===== config.mk =====
export PLATFORM = sky130hd
export DESIGN_NAME = dsel_arb_rd
export DESIGN_NICKNAME = d
export VERILOG_FILES = /design/src/rtl/dsel_pkg.sv /design/src/rtl/dsel_prienc.sv /design/src/rtl/dsel_arb_rd.sv
export SDC_FILE = /design/constraint.sdc
export NUM_CORES = 1
export LEC_CHECK = 0
export ABC_AREA = 0
export BUFFER_PORTS_ARGS = -buffer_cell sky130_fd_sc_hd__buf_2
export CORE_ASPECT_RATIO = 1.1
export CORE_UTILIZATION = 54
export CTS_CLUSTER_DIAMETER = 50
export DETAILED_ROUTE_END_ITERATION = 6
export PLACE_DENSITY = 0.82
export SYNTH_ARGS = -nofsm -noshare
export SYNTH_HDL_FRONTEND = slang
export SYNTH_SLANG_ARGS = --single-unit

===== constraint.sdc =====
create_clock -name CLK -period 3.3 [get_ports CLK]
set_input_delay 0.165 -clock CLK [delete_from_list [all_inputs] [get_ports CLK]]
set_output_delay 0.165 -clock CLK [all_outputs]
set_load 0.02 [all_outputs]

===== src/rtl/dsel_pkg.sv =====
// Shared types and helpers for the registered read-data arbiter (dsel_arb_rd).
package dsel_pkg;

    typedef enum logic [1:0] {
        IDLE  = 2'd0,
        WAITD = 2'd1,
        DONE  = 2'd2
    } dsel_state_t;

    // Open-bus value driven when nothing answers a read.
    localparam int unsigned DSEL_FILL_DEF = 0;

    function automatic int dsel_clog2(input int n);
        int r;
        r = 0;
        while ((1 << r) < n) r++;
        return r;
    endfunction

endpackage


===== src/rtl/dsel_prienc.sv =====
// Priority encoder over chip selects: lowest set bit wins, plus any/multi hit flags.
module dsel_prienc
    import dsel_pkg::*;
#(
    parameter int NSRC = 4,
    parameter int SW   = (dsel_clog2(NSRC) < 1) ? 1 : dsel_clog2(NSRC)
) (
    input  logic [NSRC-1:0] en,
    output logic [SW-1:0]   sel,
    output logic            hit,
    output logic            multi
);

    always_comb begin
        sel = '0;
        // Walk downwards so the lowest index is written last and wins.
        for (int i = NSRC - 1; i >= 0; i--) begin
            if (en[i]) sel = SW'(i);
        end
    end

    assign hit   = |en;
    assign multi = |(en & (en - NSRC'(1)));

endmodule


===== src/rtl/dsel_arb_rd.sv =====
// Registered read-data arbiter: merges NSRC select/data/ready sources onto the CPU bus.
// Build option DSEL_ARB_KEEPER_EN: a no-select read keeps the previous OUT (open-bus keeper).
module dsel_arb_rd
    import dsel_pkg::*;
#(
    parameter int              NSRC = 4,
    parameter int              DW   = 8,
    parameter int              TMO  = 15,
    parameter logic [DW-1:0]   FILL = DW'(DSEL_FILL_DEF)
) (
    input  logic               CLK,
    input  logic               RST_N,
    input  logic               RD,
    input  logic [NSRC-1:0]    EN,
    input  logic [NSRC*DW-1:0] DT,
    input  logic [NSRC-1:0]    RDY,
    input  logic               CLR,
    output logic [DW-1:0]      OUT,
    output logic               VALID,
    output logic               WAIT,
    output logic               CONFLICT,
    output logic               TMOERR
);

    localparam int SW = (dsel_clog2(NSRC) < 1) ? 1 : dsel_clog2(NSRC);
    localparam int CW = (dsel_clog2(TMO + 1) < 1) ? 1 : dsel_clog2(TMO + 1);
    localparam logic [CW-1:0] TMO_LAST = CW'((TMO > 0) ? TMO - 1 : 0);

    dsel_state_t   state_q, state_n;
    logic          rd_q, rd_edge;
    logic [SW-1:0] sel_c, sel_q, sel_n;
    logic          hit_c, multi_c;
    logic [CW-1:0] cnt_q, cnt_n;
    logic [DW-1:0] out_q, out_n;
    logic          valid_q, valid_n;
    logic          wait_q, wait_n;
    logic          conflict_q, conflict_n;
    logic          tmoerr_q, tmoerr_n;
    logic [DW-1:0] dt_a [NSRC];

    for (genvar g = 0; g < NSRC; g++) begin : g_unpack
        assign dt_a[g] = DT[g*DW +: DW];
    end

    dsel_prienc #(.NSRC(NSRC), .SW(SW)) u_prienc (
        .en    (EN),
        .sel   (sel_c),
        .hit   (hit_c),
        .multi (multi_c)
    );

    assign rd_edge = RD & ~rd_q;

    always_comb begin
        state_n    = state_q;
        sel_n      = sel_q;
        cnt_n      = cnt_q;
        out_n      = out_q;
        valid_n    = 1'b0;
        wait_n     = wait_q;
        conflict_n = conflict_q & ~CLR;
        tmoerr_n   = tmoerr_q & ~CLR;
        case (state_q)
            IDLE: begin
                if (rd_edge) begin
                    sel_n = sel_c;
                    if (multi_c) conflict_n = 1'b1;
                    if (!hit_c) begin
`ifdef DSEL_ARB_KEEPER_EN
                        out_n = out_q;
`else
                        out_n = FILL;
`endif
                        valid_n = 1'b1;
                        state_n = DONE;
                    end else if (RDY[sel_c]) begin
                        out_n   = dt_a[sel_c];
                        valid_n = 1'b1;
                        state_n = DONE;
                    end else begin
                        wait_n  = 1'b1;
                        cnt_n   = '0;
                        state_n = WAITD;
                    end
                end
            end
            WAITD: begin
                // Abort beats both completion and timeout.
                if (!RD) begin
                    wait_n  = 1'b0;
                    state_n = IDLE;
                end else if (RDY[sel_q]) begin
                    out_n   = dt_a[sel_q];
                    valid_n = 1'b1;
                    wait_n  = 1'b0;
                    state_n = DONE;
                end else if (TMO != 0 && cnt_q == TMO_LAST) begin
                    out_n    = FILL;
                    valid_n  = 1'b1;
                    wait_n   = 1'b0;
                    tmoerr_n = 1'b1;
                    state_n  = DONE;
                end else if (cnt_q != '1) begin
                    cnt_n = cnt_q + CW'(1);
                end
            end
            DONE: begin
                if (!RD) state_n = IDLE;
            end
            default: state_n = IDLE;
        endcase
    end

    always_ff @(posedge CLK or negedge RST_N) begin
        if (!RST_N) begin
            state_q    <= IDLE;
            rd_q       <= 1'b0;
            sel_q      <= '0;
            cnt_q      <= '0;
            out_q      <= FILL;
            valid_q    <= 1'b0;
            wait_q     <= 1'b0;
            conflict_q <= 1'b0;
            tmoerr_q   <= 1'b0;
        end else begin
            state_q    <= state_n;
            rd_q       <= RD;
            sel_q      <= sel_n;
            cnt_q      <= cnt_n;
            out_q      <= out_n;
            valid_q    <= valid_n;
            wait_q     <= wait_n;
            conflict_q <= conflict_n;
            tmoerr_q   <= tmoerr_n;
        end
    end

    assign OUT      = out_q;
    assign VALID    = valid_q;
    assign WAIT     = wait_q;
    assign CONFLICT = conflict_q;
    assign TMOERR   = tmoerr_q;

endmodule

== Yosys cells after proc, flatten, opt, wreduce, memory -nomap -nowiden ==
Cells that the tools add are included.

* $lt $le $gt $ge: 4
* Equality and inequality tests: 15
* Reductions and logical operators: 9
* Bitwise logic cells: 8
* Mux-type cells: 58
* Add/sub/neg operators: 2

{| class="wikitable"
|+ Operators with widths
! operator !! number
|-
| two-way mux 8 bit || 10
|-
| binary-select mux 8 bit (select 2 bit) || 2
|-
| two-way mux 4 bit || 7
|-
| two-way mux 2 bit || 11
|-
| two-way mux 1 bit || 21
|-
| != test 2 bit (second input constant) || 8
|-
| one-hot mux 8 bit (2 select lines) || 1
|-
| AND reduction 5 bit || 2
|-
| != test 4 bit (second input constant) || 2
|-
| one-hot mux 4 bit (2 select lines) || 1
|-
| AND reduction 8 bit || 1
|-
| OR reduction 4 bit || 2
|-
| >= comparator 3 bit (second input constant) || 2
|-
| < comparator 2 x 3 -> 1 bit (second input constant) || 2
|-
| != test 3 bit (second input constant) || 2
|-
| NOT 2 -> 3 bit || 2
|-
| one-hot mux 2 bit (3 select lines) || 1
|-
| adder 4 x 1 -> 4 bit (second input constant) || 1
|-
| bitwise AND 4 bit || 1
|-
| binary-select mux 1 bit (select 2 bit) || 2
|-
| == test 4 bit (second input constant) || 1
|-
| one-hot mux 1 bit (2 select lines) || 2
|-
| subtractor 4 x 1 -> 4 bit (second input constant) || 1
|-
| bitwise AND 1 bit || 3
|-
| 7 further kinds || 8
|}

* Register bits: 21
* Input port bits: 44

== Depth between registers and ports, before layout ==
Gate-level depths: netlist (run 1).

* Depth after elaboration: 12
* Gate-level depth with buffers: 6
* Mapped depth without buffers: 6

== By module ==
Synthesis (run 1) repeated with hierarchy kept, for this count alone.

* Cell total of the unflattened synthesis: 152
* Area, all modules: 1595.3 um2

{| class="wikitable"
|+ Modules (own cells, without submodules)
! module !! area each (um2) !! cells each !! instances !! sequential area each (um2)
|-
| dsel_arb_rd || 1547.7 || 142 || 1 || 525.5
|-
| dsel_prienc || 47.5 || 10 || 1 || 0.0
|}

== Worst setup path after synthesis (run 1) ==
No wires, ideal clock.

* Kind: register to register
* Start: register sel_q[0]
* End: register out_q[0] (netlist: OUT[0])
* Setup time: 0.125 ns
* Data arrival time: 1.663 ns
* Cell stages (with the launch flop): 6
* Setup slack: 1.512 ns
* Data required time: 3.175 ns
* Path through: dfrtp_1 > buf_6 > mux4_2 > nor2b_4 > o22ai_4 > mux2_4

* Word-level cells in the longest chain between the ends: 7
* Elaborated cells between the ends (all ways): 11

{| class="wikitable"
|+ Ends and longest elaborated chain
! what !! line !! text
|-
| start: declaration || dsel_arb_rd.sv:31 || <nowiki>logic [SW-1:0] sel_c, sel_q, sel_n;</nowiki>
|-
| start signal: assignment || dsel_arb_rd.sv:128 || <nowiki>sel_q <= sel_n;</nowiki>
|-
| NOT 2 -> 3 bit (implied by the code) || dsel_arb_rd.sv:93 || <nowiki>out_n = dt_a[sel_q];</nowiki>
|-
| binary-select mux 8 bit (select 2 bit) || dsel_arb_rd.sv:93 ||
|-
| two-way mux 8 bit (implied by the code) (2 in series) || dsel_arb_rd.sv:93 ||
|-
| two-way mux 8 bit || dsel_arb_rd.sv:92 || <nowiki>end else if (RDY[sel_q]) begin</nowiki>
|-
| two-way mux 8 bit || dsel_arb_rd.sv:89 || <nowiki>if (!RD) begin</nowiki>
|-
| one-hot mux 8 bit (2 select lines) || dsel_arb_rd.sv:63 || <nowiki>case (state_q)</nowiki>
|-
| end signal: assignment || dsel_arb_rd.sv:130 || <nowiki>out_q <= out_n;</nowiki>
|-
| end: declaration || dsel_arb_rd.sv:34 || <nowiki>logic [DW-1:0] out_q, out_n;</nowiki>
|}

Parallel ways exist; a longest one is shown, timed or not. The select of a mux whose other input is x is not followed.
A chain may end at the register's enable or synchronous reset.

== Worst setup path in the final report (run 1) ==
* Start: register state_q[0]
* End: register out_q[5] (netlist: OUT[5])

* Word-level cells in the longest chain between the ends: 3
* Elaborated cells between the ends (all ways): 9

{| class="wikitable"
|+ Ends and longest elaborated chain
! what !! line !! text
|-
| start: declaration || dsel_arb_rd.sv:29 || <nowiki>dsel_state_t state_q, state_n;</nowiki>
|-
| start signal: assignment || dsel_arb_rd.sv:126 || <nowiki>state_q <= state_n;</nowiki>
|-
| == test 2 x 1 -> 1 bit or logical NOT 2 bit (tied branches) || dsel_arb_rd.sv:63 ||
|-
| != test 3 bit (no line), or another cell as far along || - ||
|-
| AND reduction 5 bit (no line) || - ||
|}

Parallel ways exist; a longest one is shown, timed or not.

==> results.yml, run 1 <==
run_status:
  outcome: "complete, no violations"
clock_tree:
  cts-htree-levels: 1
  clockBufferDepth: 2
  clkTransAtPathRegs_ps: 120
  cts_root_buf: "clkbuf_4"
  clock_sinks: 21
  worstSkewPairLatency_ps: 320
  tritoncts: "yes"
  cts_setup_buffers: 0
  postCtsResizedCells: 0
  cts_buffers: 3
sta:
  fin_skew_ps: 4.43
  setup_violations: 0
  hold_viol: 0
  slew_violations: 0
  max_slew_margin_pct: 35.3
  post-route-min-period_ps: 2270
  rsz0062_at_grt: "no"
  finalCritPeriodShare_pct: 68.7
  fmax_mhz: 441
  tns_ps: 0
  worst_pin_slew_ps: 963
floorplan:
  core_area_um2: 2800
  start_util_pct: 57.9
  io_pins: 56
  die_y_um: 59.5
  fp-row-count: 20
  die_w_um: 54.3
  die_area_um2: 3230
detailed_routing:
  via_count: 1566
  drt_iter0_drc: 81
  wl_per_cell_um: 17.5
  ant_nets: 0
  via_per_inst: 6.58
  drt-total-wl_mm: 4.16
  drtPass1Iterations: 5
  drc: 0
grt:
  track_usage_pct: 28.1
  grt_pass1_wl_mm: 6.64
  grt_overflow: 0
  antenna_found_initial: 0
  grt_max_degree: 24
  grt_pass1_vias: 1516
worst_setup_path:
  reg2reg_depth: 4
  slowest_stage: "nor2b_1"
  crit_arrival_ps: 2480
  max_stage_delay_ps: 630
  cp-end-kind: "flip-flop"
  required_ps: 3520
  critPathLaunchType: "flip-flop"
  crit_chain: "nor2b_1 -> nand2_1 -> o22ai_4 -> mux2_4"
  crit_type: "reg2reg"
  worstPathMaxFanout: 11
synth:
  synth-compound-area-share_pct: 24.2
  synthCells: 154
  yosysSeqAreaShare_pct: 32.4
  muxShareOfSynthArea_pct: 22.4
  synth_flop_cell: "dfrtp_1"
  ys_ff_latch: 21
  synth_nets: 200
  synth_cell_types: 40
  synth-simple-area-share_pct: 14.7
  synth_warnings: 0
  netlist_area_um2: 1620
  synth_top_family_by_area: "compound AO/OA/AOI/OAI gates"
  synthXorXnorAreaFrac_pct: 0
  async_flop_share_pct: 100
  synth_edf_count: 0
  syn_area_per_cell_um2: 10.5
  synth_adder_area_share_pct: 1.54
cells_and_area:
  area_growth_pct: 19.4
  most-common-layout-cells: "buf_2, dfrtp_1, nand3_1, o21ai_0"
  final_nets: 252
  multi_input_area_um2: 1020
  layout_commonest_cell: "buf_2"
  nFillCells: 224
  num_antenna_cells: 0
  drive_above_1_share_pct: 38.5
  regArea_um2: 526
power:
  power_frac_comb_pct: 45.7
  pwr-share-clk_pct: 13.3
  vdd_drop_max_mv: 0.351
  switching_share_pct: 38.6
  power.leakage_nw: 0.871
  intPower_uw: 585
  powerDensity_nw_per_um2: 492
  power_uw: 952
  power_frac_seq_pct: 41.0
  p_switching_uw: 368
placed_design:
  post-dp-hpwl_mm: 3.30
  io_buffers: 55
  routabilityCongestion: 0.939
flow_run:
  drv_cap: 0
worst_hold_path:
  whs_path_depth: 2
  hp-class: "in2reg"
[sequential cells by signal, summed over array words and instances, names as in the netlist]
register / cells
WAIT: 1
rd_q: 1
CONFLICT: 1
state_q: 2
cnt_q: 4
VALID: 1
sel_q: 2
OUT: 8
TMOERR: 1
[cells in the mapped netlist, drive strengths merged (2+ instances only)]
library cell / n / area, um^2
a21o: 2 / 15.0
dfrtp: 21 / 526
nor2: 5 / 18.8
buf: 4 / 25.0
mux2: 10 / 143
o22ai: 2 / 26.3
o21ai: 11 / 55.1
nand2: 8 / 30.0
mux4: 9 / 210
nand2b: 8 / 50.1
nor3: 6 / 30.0
o32ai: 3 / 26.3
inv: 8 / 30.0
nand3: 10 / 50.1
clkbuf: 6 / 23.8
ha: 2 / 25.0
a222oi: 8 / 80.1
a21oi: 4 / 20.0
nor2b: 6 / 45.0
o2bb2ai: 2 / 17.5
a221o: 8 / 80.1
[per-layer routing]
metal  track usage, %  part of all wire [%]  vias to the layer above
met5                0                     0                        -
met3             3.33                   5.9                        8
met1             38.0                    42                      758
met4             8.79                   1.1                        0
li1                 -                     -                      716
met2             46.2                    51                       84
[cell type report]
class | instances | share of cell area (%)
Multi-Input combinational cell | 115 | 52.5
Sequential cell | 21 | 27.1
Timing Repair Buffer | 57 | 15.2
Tap cell | 33 | 2.13
Inverter | 8 | 1.55
Clock buffer | 3 | 1.16
Clock inverter | 1 | 0.258
[worst paths after layout]
path                       slack (ps)        from       end
max in group asynchronous        2670       RST_N  sel_q[0]
setup / recovery                 1030  state_q[0]    OUT[5]
setup reg to reg                 1030  state_q[0]    OUT[5]
min in group asynchronous         320       RST_N  cnt_q[3]
hold / removal                     50         CLR  CONFLICT
hold reg to reg                   530      OUT[6]    OUT[6]
[power by group through the flow]
stage | Clock (mW) | Sequential [mW] | Combinational [mW]
final | 0.126 | 0.390 | 0.436
after global routing | 0.143 | 0.400 | 0.467
after CTS | 0.128 | 0.392 | 0.435
after detailed placement | 0 | 0.395 | 0.435
after global placement | 0 | 0.391 | 0.420
after floorplan | 0 | 0.439 | 0.251
[critical path, delay by kind of cell (launching register included)]
| kind | cells | cell delay, ps |
|---|---|---|
| AO/OA/AOI/OAI | 1 | 410 |
| flip-flops | 1 | 530 |
| multiplexers | 1 | 340 |
| AND/OR/NAND/NOR | 2 | 880 |
[repair_timing]
action,CTS,global route
endpoints found under the setup margin,0,0
hold buffers,1,1
hold endpoints to repair,21,1
[stage by stage]
step	instances	setup WS (ps)	util, %	area [um^2]	hold slack [ps]
5_1_grt	238	913	69.1	1940	44.9
3_3_place_gp	232	1150	67.4	1890	129
6_report	238	1030	69.1	1940	53.3
2_1_floorplan	154	1510	-	1620	-131
4_1_cts	237	1050	68.8	1930	6.78
3_5_place_dp	232	1060	67.4	1890	142
[kinds of logic after synthesis]
kind of cell             after synthesis
flip-flops                            21
buffers and inverters                 18
AO/OA/AOI/OAI                         48
adder cells (fa/ha/maj)                2
AND/OR/NAND/NOR                       45
multiplexers                          20
No activity file was read; power rests on OpenSTA's default activity.
==> inputs of run 2 (changes only) <==
--- a/config.mk
+++ b/config.mk
@@ -5,13 +5,13 @@
 export SDC_FILE = /design/constraint.sdc
 export NUM_CORES = 1
 export LEC_CHECK = 0
-export ABC_AREA = 0
+export ABC_AREA = 1
 export BUFFER_PORTS_ARGS = -buffer_cell sky130_fd_sc_hd__buf_2
 export CORE_ASPECT_RATIO = 1.1
-export CORE_UTILIZATION = 54
+export CORE_UTILIZATION = 47
 export CTS_CLUSTER_DIAMETER = 50
 export DETAILED_ROUTE_END_ITERATION = 6
-export PLACE_DENSITY = 0.82
+export PLACE_DENSITY = 0.74
 export SYNTH_ARGS = -nofsm -noshare
 export SYNTH_HDL_FRONTEND = slang
 export SYNTH_SLANG_ARGS = --single-unit
==> constraint.sdc (replaced) <==
create_clock -name CLK -period 1.9 [get_ports CLK]
set_input_delay 0.095 -clock CLK [delete_from_list [all_inputs] [get_ports CLK]]
set_output_delay 0.095 -clock CLK [all_outputs]
set_load 0.02 [all_outputs]
==> results.yml, run 2 <==
run_status:
  outcome: "complete, no violations"
worst_setup_path:
  crit_arrival_ps: 1730
  worstPathMaxFanout: 10
  required_ps: 2060
  reg2reg_depth: 8
  crit_type: "reg2reg"
  slowest_stage: "dfrtp_1"
  crit_chain: "inv_4 -> nand3_1 -> nand2_2 -> nand2_2 -> a21oi_4 -> nand3_2 -> nand2_1 -> nand2_1"
  path_buf_inv: 1
  max_stage_delay_ps: 510
  critPathLaunchType: "flip-flop"
  worstSetupPathDepth: 8
  cp-end-kind: "flip-flop"
  critical-path-top-delay-family: "simple AND/OR/NAND/NOR gates"
grt:
  grt_pass1_vias: 2049
  grt_pass1_wl_mm: 8.65
  antenna_found_initial: 0
  grt_max_degree: 22
  grt_overflow: 0
  track_usage_pct: 25.6
clock_tree:
  clockBufferDepth: 2
  clock_sinks: 21
  cts_root_buf: "clkbuf_8"
  worstSkewPairLatency_ps: 260
  cts_setup_buffers: 0
  tritoncts: "yes"
  clkTransAtPathRegs_ps: 80
  cts-htree-levels: 1
  cts_buffers: 3
detailed_routing:
  drt_iter0_drc: 165
  via_per_inst: 5.15
  ant_nets: 0
  via_count: 2200
  drt-total-wl_mm: 5.12
  drtPass1Iterations: 5
  drc: 0
  wl_per_cell_um: 12.0
synth:
  synth_area_leader_cell: "dfrtp_1"
  netlist_area_um2: 1900
  yosysMostFrequentCell: "nand2_1"
  async_flop_share_pct: 100
  synth_flop_cell: "dfrtp_1"
  synth_nets: 366
  syn_area_per_cell_um2: 5.95
  synth.area.top_cells: "dfrtp_1, nand2_1, nand3_1"
  synthTopCellsByCount: "nand2_1, nand3_1, inv_1, dfrtp_1, o21ai_0"
  synth_top_area_share_pct: 27.6
  yosysSeqAreaShare_pct: 27.6
  synth_warnings: 0
  ys_ff_latch: 21
  synth_edf_count: 0
  synthCells: 320
  synth_cell_types: 22
sta:
  max_slew_margin_pct: 67.4
  hold_viol: 0
  post-route-min-period_ps: 1570
  holdWs_ps: 7.77
  worst_pin_slew_ps: 488
  slew_violations: 0
  fmax_mhz: 636
  fin_skew_ps: 2.59
  setup_violations: 0
  rsz0062_at_grt: "no"
  tns_ps: 0
  finalCritPeriodShare_pct: 82.7
placed_design:
  post-dp-hpwl_mm: 3.93
  io_buffers: 55
  routabilityCongestion: 0.915
cells_and_area:
  largest_reg_flops: 8
  most-common-layout-cells: "nand2_1, nand3_1, buf_2, inv_1"
  layout_commonest_cell: "nand2_1"
  final_nets: 424
  drive_above_1_share_pct: 23.1
  area_growth_pct: 20.8
  nFillCells: 384
  num_antenna_cells: 0
floorplan:
  start_util_pct: 50.5
  die_y_um: 68.7
  io_pins: 56
  die_area_um2: 4310
  fp-row-count: 23
  die_w_um: 62.7
  core_area_um2: 3770
power:
  vdd_drop_max_mv: 0.888
  powerDensity_nw_per_um2: 1110
  power.leakage_nw: 1.39
flow_run:
  drv_cap: 0
worst_hold_path:
  whs_path_depth: 1
  hp-class: "in2reg"
==> run 2: cell count changes in the layout (fill, tap and decap cells not counted), sizes merged, moves of 6 or more <==
| cell | delta |
|---|---|
| nor3 | -6 |
| inv | +44 |
| o21ai | +11 |
| nand3 | +63 |
| mux2 | -10 |
| nand2 | +96 |
| buf | +8 |
| nand2b | -8 |
| nor2b | -6 |
| a21oi | +13 |
| mux4 | -9 |
| a221o | -8 |
| nor2 | +10 |
| a222oi | -8 |
==> run 2: area by class of cell <==
type	count	area (um^2)	area share, %
Timing Repair Buffer	64	345	15.0
Sequential cell	21	526	22.9
Tap cell	50	62.6	2.72
Inverter	52	198	8.60
Multi-Input combinational cell	236	1120	48.9
Clock buffer	4	45.0	1.96
==> run 2: kinds of logic (layout without fill, tap and decap cells) <==
| kind of cell | Yosys count | count (layout) | synth area share, % |
|---|---|---|---|
| AO/OA/AOI/OAI | 41 | 41 | 11.8 |
| XOR/XNOR | 1 | 1 | 0.460 |
| adder cells (fa/ha/maj) | 2 | 2 | 1.31 |
| buffers and inverters | 63 | 120 | 13.3 |
| flip-flops | 21 | 21 | 27.6 |
| AND/OR/NAND/NOR | 192 | 192 | 45.4 |
==> run 2: final timing paths <==
| path | endpoint | from | slack (ps) |
|---|---|---|---|
| worst max-delay path | cnt_q[1] | sel_q[1] | 330 |
| worst min-delay path | rd_q | RD | 8 |
| worst max register to register | cnt_q[1] | sel_q[1] | 330 |
| worst min register to register | WAIT | WAIT | 480 |
| max in group asynchronous | cnt_q[1] | RST_N | 1250 |
| min in group asynchronous | OUT[0] | RST_N | 320 |
==> run 2: power by group <==
| part | switching (mW) | internal (mW) |
|---|---|---|
| Sequential | 0.136 | 0.606 |
| Clock | 0.155 | 0.150 |
| Combinational | 0.978 | 0.534 |
==> run 2: repair_timing <==
| item | CTS | global route |
|---|---|---|
| gates resized for setup | 0 | 0 |
| endpoints found under the hold margin | 21 | 0 |
| hold buffers | 1 | 0 |
==> run 2: stage by stage <==
step | cells | util, % | worst slack [ps] | power, mW | instance area, um^2
after global placement | 422 | 59.5 | 388 | 2.23 | 2240
after global routing | 427 | 61.0 | 172 | 2.82 | 2300
after detailed placement | 422 | 59.5 | 333 | 2.26 | 2240
after floorplan | 320 | - | 522 | 1.82 | 1900
final | 427 | 61.0 | 328 | 2.56 | 2300
after CTS | 427 | 61.0 | 322 | 2.56 | 2300
==> run 2: per-layer routing <==
layer  up-vias  wire, um  global-route usage, %  share of wire [%]
li1       1133         -                      -                  -
met1       990      2170                   29.5                 42
met2        66      2630                   49.6                 51
met3        11       211                   2.47                4.1
met4         0       108                   10.2                2.1
met5         -         0                      0                  0
